**src/rtl/float_to_int.sv**
```systemverilog
// rtl/float_to_int.sv - iterative IEEE-754 single to signed 32-bit integer converter (truncating)
// Optional saturation on overflow: define FLOAT_TO_INT_SATURATE_EN.
module float_to_int #(
  parameter int OUT_W = 32
) (
  input  logic             clk,
  input  logic             rst_n,
  input  logic             start,
  input  logic [31:0]      a,
  output logic [OUT_W-1:0] out,
  output logic             busy,
  output logic             done,
  output logic             overflow
);

  typedef enum logic [1:0] {IDLE, SHIFT, SIGN, DONE} state_t;

  state_t             state_q, state_d;
  logic               sign_q, sign_d;
  logic               left_q, left_d;
  logic               ovf_q, ovf_d;
  logic               nan_q, nan_d;
  logic [4:0]         cnt_q, cnt_d;
  logic [31:0]        m_q, m_d;
  logic [31:0]        res_q, res_d;
  logic [OUT_W-1:0]   out_q, out_d;
  logic               busy_q, busy_d;
  logic               done_q, done_d;
  logic               overflow_q, overflow_d;

  logic [7:0]         a_exp;
  logic [22:0]        a_frac;

  assign a_exp  = a[30:23];
  assign a_frac = a[22:0];

  always_comb begin
    state_d    = state_q;
    sign_d     = sign_q;
    left_d     = left_q;
    ovf_d      = ovf_q;
    nan_d      = nan_q;
    cnt_d      = cnt_q;
    m_d        = m_q;
    res_d      = res_q;
    out_d      = out_q;
    overflow_d = overflow_q;
    done_d     = 1'b0;
    busy_d     = (state_q != IDLE);

    case (state_q)
      IDLE: begin
        if (start) begin
          busy_d  = 1'b1;
          sign_d  = a[31];
          left_d  = 1'b0;
          ovf_d   = 1'b0;
          nan_d   = 1'b0;
          cnt_d   = 5'd0;
          m_d     = {8'h00, 1'b1, a_frac};
          state_d = SHIFT;
          if (a_exp == 8'hFF) begin
            ovf_d = 1'b1;
            nan_d = |a_frac;
            m_d   = 32'h0;
          end else if (a_exp < 8'd127) begin
            // zero, denormal and |a| < 1 all truncate to zero
            m_d = 32'h0;
          end else if (a_exp == 8'd158 && a_frac == 23'h0 && a[31]) begin
            m_d = 32'h8000_0000;
          end else if (a_exp >= 8'd158) begin
            ovf_d = 1'b1;
            m_d   = 32'h0;
          end else if (a_exp >= 8'd150) begin
            left_d = 1'b1;
            cnt_d  = 5'(a_exp - 8'd150);
          end else begin
            cnt_d  = 5'(8'd150 - a_exp);
          end
        end
      end
      SHIFT: begin
        if (cnt_q == 5'd0) begin
          state_d = SIGN;
        end else begin
          m_d   = left_q ? (m_q << 1) : (m_q >> 1);
          cnt_d = cnt_q - 5'd1;
        end
      end
      SIGN: begin
        res_d = sign_q ? (32'h0 - m_q) : m_q;
        if (ovf_q) begin
`ifdef FLOAT_TO_INT_SATURATE_EN
          if (nan_q)       res_d = 32'h0000_0000;
          else if (sign_q) res_d = 32'h8000_0000;
          else             res_d = 32'h7FFF_FFFF;
`else
          res_d = 32'h8000_0000;
`endif
        end
        state_d = DONE;
      end
      DONE: begin
        out_d      = res_q[OUT_W-1:0];
        overflow_d = ovf_q;
        done_d     = 1'b1;
        state_d    = IDLE;
      end
      default: state_d = IDLE;
    endcase
  end

  always_ff @(posedge clk) begin
    if (!rst_n) begin
      state_q    <= IDLE;
      sign_q     <= 1'b0;
      left_q     <= 1'b0;
      ovf_q      <= 1'b0;
      nan_q      <= 1'b0;
      cnt_q      <= 5'd0;
      m_q        <= 32'h0;
      res_q      <= 32'h0;
      out_q      <= '0;
      busy_q     <= 1'b0;
      done_q     <= 1'b0;
      overflow_q <= 1'b0;
    end else begin
      state_q    <= state_d;
      sign_q     <= sign_d;
      left_q     <= left_d;
      ovf_q      <= ovf_d;
      nan_q      <= nan_d;
      cnt_q      <= cnt_d;
      m_q        <= m_d;
      res_q      <= res_d;
      out_q      <= out_d;
      busy_q     <= busy_d;
      done_q     <= done_d;
      overflow_q <= overflow_d;
    end
  end

  assign out      = out_q;
  assign busy     = busy_q;
  assign done     = done_q;
  assign overflow = overflow_q;

endmodule

```
**config.mk**
```make
export PLATFORM = sky130hd
export DESIGN_NAME = float_to_int
export DESIGN_NICKNAME = d
export VERILOG_FILES = /design/src/rtl/float_to_int.sv
export SDC_FILE = /design/constraint.sdc
export NUM_CORES = 1
export LEC_CHECK = 0
export BUFFER_PORTS_ARGS = -buffer_cell sky130_fd_sc_hd__buf_2
export CAP_MARGIN = 10
export CORE_ASPECT_RATIO = 0.6
export CORE_MARGIN = 1.5
export CORE_UTILIZATION = 53
export DETAILED_ROUTE_END_ITERATION = 6
export GPL_TIMING_DRIVEN = 0
export PLACE_DENSITY = 0.77
export REMOVE_ABC_BUFFERS = 1
export SLEW_MARGIN = 0
export SYNTH_ARGS = -nofsm -noshare
export SYNTH_HDL_FRONTEND = slang
export SYNTH_SLANG_ARGS = --single-unit
```
**constraint.sdc**
```tcl
create_clock -name clk -period 2.05 [get_ports clk]
set_clock_uncertainty 0.05 [all_clocks]
set_input_delay 0.3075 -clock clk [delete_from_list [all_inputs] [get_ports clk]]
set_output_delay 0.3075 -clock clk [all_outputs]
set_load 0.01 [all_outputs]
```
* Word-level counts from Yosys, hierarchy flattened
Index checks and enable logic that the tools add are counted.
W data, S select, Z words.
** Storage, ports and cells
- Latch bits :: 0
- Bits of input ports :: 35
- Memories :: 0
- Memory bits (writable) :: 0
- Word-level logic and storage cells :: 69
- Output and inout bits :: 35
- Memory bits (read-only) :: 0
- Register bits after elaboration :: 109
** Operators by class
- Shift-type cells :: 0
- $mul :: 0
- Divide/modulo/power cells :: 0
- $add $sub $neg :: 4
- Eq/ne operators :: 8
- $lt $le $gt $ge :: 3
- Multiplexer cells :: 33
- Reduce and logical (&&, ||, !) cells :: 10
- Bitwise logic cells :: 0
** Operators by type and width (count)
- $mux W32 :: 8
- $pmux W32 S2 :: 1
- $mux W5 :: 7
- $sub A1 B32 Y32 const A :: 1
- $mux W24 :: 1
- $logic_not A23 Y1 :: 1
- $eq A8 B8 Y1 const B :: 2
- $ge A8 B8 Y1 const B :: 2
- $mux W1 :: 12
- $pmux W5 S2 :: 1
- $lt A8 B7 Y1 const B :: 1
- $pmux W2 S4 :: 1
- $ne A2 B2 Y1 const B :: 3
- $logic_not A5 Y1 :: 1
- $sub A5 B1 Y5 const B :: 1
- $sub A5 B5 Y5 const A :: 1
- $sub A5 B5 Y5 const B :: 1
- $eq A2 B2 Y1 const B :: 2
- $mux W2 :: 2
- $reduce_and A2 Y1 :: 2
- $reduce_bool A2 Y1 :: 2
- $reduce_and A3 Y1 :: 1
- $eq A2 B1 Y1 const B :: 1
- $logic_and A1 B1 Y1 :: 2
- $logic_not A2 Y1 :: 1

* Longest topological paths before layout
- Depth in word-level cells :: 8
- Depth in mapped cells :: 9
- Mapped depth without buffers :: 7

* Least setup slack after synthesis
OpenSTA, ideal clock, no wires.
- Kind :: register to register
- Start :: reg m_q[21]
- End :: reg res_q[31]
- Buffers on the path :: 1
- Period minus slack after synthesis :: 2.224 ns
- Setup slack :: -0.174 ns
- Library setup time :: 0.124 ns
- Arrival :: 2.050 ns
- Required time :: 1.876 ns
- Cell stages (with the launch flop) :: 7
- Cells stage by stage :: dfxtp_1 -> or4_1 -> buf_2 -> or4b_4 -> o41ai_2 -> xor2_1 -> a21oi_1
** On the way
- Cells in the longest elaborated chain, start to end :: 3
** RTL lines
- start: declaration :: RTL line 24 : logic [31:0] m_q, m_d;
- start signal: assignment :: RTL line 134 : m_q <= m_d;
- $sub A1 B32 Y32 :: RTL line 91 : res_d = sign_q ? (32'h0 - m_q) : m_q;
- $mux W32 :: RTL line 91
- $mux W32 :: RTL line 92 : if (ovf_q) begin
- end signal: assignment :: RTL line 135 : res_q <= res_d;
- end: declaration :: RTL line 25 : logic [31:0] res_q, res_d;
No other way between the ends.
A chain may end at the register's enable or synchronous reset.

* Final worst setup path
- Start :: reg m_q[22]
- End :: reg res_q[25]
Same word-level chain as after synthesis.

==> impl_metrics.tcl <==
set metrics [dict create \
    outcome "complete, but fails checks" \
    violations "setup timing" \
    cp_num_buf_inv 2 \
    fin_area_mm2 0.00693 \
    setup_violations 8 \
    final_cell_mix "dfxtp_1, buf_2, o21ai_0" \
    wl_mm 15.6 \
    dr_total_vias 5118 \
    hpwl_mm 9.43 \
    numPortBuffers 69 \
    period_needed_ns 2.27 \
    drtPass1Iterations 6 \
    nets 749 \
    cp_top_family "simple AND/OR/NAND/NOR gates" \
    grt_max_degree 90 \
    rsz0062_at_grt "true" \
    synth-edff-count 0 \
    hold_ws_ns 0.186 \
    slowest_stage "or4_4" \
    crit_chain "or4_4, buf_6, buf_6, or4_4, o21ai_2, xor2_1, o21ai_1" \
    globalplace.congestion 0.868 \
    crit_path_end_kind "flop" \
    synthFlopType "dfxtp_1" \
    clk_latency_ns 0.35 \
    antenna_found_initial 0 \
    core-area_mm2 0.0101 \
    maxSlewViolCount 0 \
    p_total_uw 10700 \
    p_per_area_mw_per_mm2 1550 \
    slew_headroom 0.506 \
    clock_path_buffers 2 \
    mappedNetlistArea_mm2 0.00561 \
    drt-initial-drc-count 583 \
    internal_power_uw 6210 \
    worstPathRequired_ns 2.23 \
    numCtsBuffers 9 \
    p_sw_uw 4520 \
    cp_max_fo 5 \
    io_pins 70 \
    ys_warn_count 0 \
    viasPerCell 6.08 \
    grtUsageTotal 0.275 \
    grt_overflow 0 \
    async_flop_share 0 \
    die_y_um 82.7 \
    dpl_cell_area_mm2 0.00602 \
    hold_path.class "input port to flop" \
    p_comb_frac 0.524 \
    cts-htree-levels 3 \
    fillCellCount 787 \
    routedWlPerCell_um 18.5 \
    num_rows 28 \
    p_sw_frac 0.421 \
    final_hold_viol_count 0 \
    drive_gt1_frac 0.287 \
    final_antenna_net_count 0 \
    first_global_vias 4763 \
    ys_ff_latch 109 \
    die-width_um 136 \
    crit_type "flop to flop" \
    cts_tree "done" \
    cts.sinks 109 \
    ir_drop_v 0.000668 \
    setup_ws_ns -0.217 \
    p_leak_uw 0.00256 \
    cts.clk_slew.worst_paths_ns 0.07 \
    clockRootBuffer "clkbuf_16" \
    timing.fmax_mhz 441 \
    period_share 1.11 \
    ys_types 49 \
    post-route-drc-count 0 \
    slowest_delay_ns 0.58 \
    diodes 0 \
    final_common_cell "dfxtp_1" \
    dp.cells 795 \
    ys_seq_area_frac 0.389 \
    arrival_ns 2.44 \
    start_kind "flop" \
    area_delta_synth_final_pct 23.5 \
    fp.dieArea_mm2 0.0112 \
    netlist_instances 635 \
    preCtsSetupSlack_ns -0.929 \
    start_util 0.556 \
    grt_pass1_wl_mm 24.1 \
    tightest_slew_ns 0.741 \
    p_clk_frac 0.166 \
    final_cells 842 \
    drv_cap 0 \
    syn_area_per_cell_um2 8.84 \
    seqPwrFrac 0.310 \
]
power groups by stage:
stage / sequential [uW] / combinational, uW / clock, uW
final: 3330 / 5620 / 1790
after global routing: 3380 / 5930 / 1890
after CTS: 3190 / 4680 / 1810
after detailed placement: 3190 / 3560 / 0
after global placement: 3160 / 3330 / 0
after floorplan: 2990 / 2670 / 0
flip-flops by register name (all words and copies together) (netlist names):
register / cells
m_q: 32
out: 32
res_q: 32
cnt_q: 5
state_q: 2
busy: 1
done: 1
left_q: 1
overflow: 1
ovf_q: 1
sign_q: 1
stage by stage:
step           setup TNS, ns   util
2_1_floorplan         -42.25      -
3_3_place_gp         -123.39  0.589
3_5_place_dp          -40.03  0.597
4_1_cts               -0.915  0.660
5_1_grt                -1.68  0.687
6_report              -0.890  0.687
area by class of cell:
type | instances | area [um2] | area share
Clock buffer | 10 | 239 | 0.0345
Clock inverter | 6 | 71.3 | 0.0103
Inverter | 15 | 60.1 | 0.00866
Multi-Input combinational cell | 466 | 3480 | 0.502
Sequential cell | 109 | 2220 | 0.320
Tap cell | 135 | 169 | 0.0244
Timing Repair Buffer | 101 | 692 | 0.0998
repair_timing:
| action | CTS | global route |
|---|---|---|
| pin swaps | 15 | 12 |
| endpoints found under the setup margin | 65 | 64 |
| hold buffers | 0 | 0 |
| setup buffers | 15 | 13 |
| cloned | 3 | 0 |
| gates resized for setup | 38 | 35 |
layer usage:
metal,GRT usage,vias to the layer above,routed length (um)
met5,0,-,0
met4,0.0915,0,279
met3,0.0678,33,1560
met2,0.429,291,6900
met1,0.374,2373,6850
li1,-,2421,-
Yosys cell counts, drive strengths merged, types with 16 or more instances:
master  count  area (um2)
xor2       17         149
dfxtp     109        2180
nor2b      47         294
mux2       29         327
nand2      47         176
mux2i      36         360
xnor2      16         140
a221oi     23         201
nor2       35         131
clkbuf     46         173
o21ai      68         340
worst paths after layout:
check / from / cells after the start / slack, ns / end
min reg2reg: res_q[27] / 2 / 0.40 / res_q[27]
max reg2reg: m_q[22] / 7 / -0.22 / res_q[25]
min: a[31] / 3 / 0.19 / sign_q
max: m_q[22] / 7 / -0.22 / res_q[25]
worst min-delay path, stage by stage:
cell and delay [ns]:
buf_2 0.11, nand3_1 0.06, a21boi_0 0.07
logic make-up after synthesis:
family,count (synthesis),share of synthesized area
compound gates,155,0.177
xor+xnor,33,0.0515
buf+inv,63,0.0424
fa+ha+maj,12,0.0267
flops,109,0.389
mux,65,0.122
simple gates,198,0.191
Power figures use the tool's default switching activity.
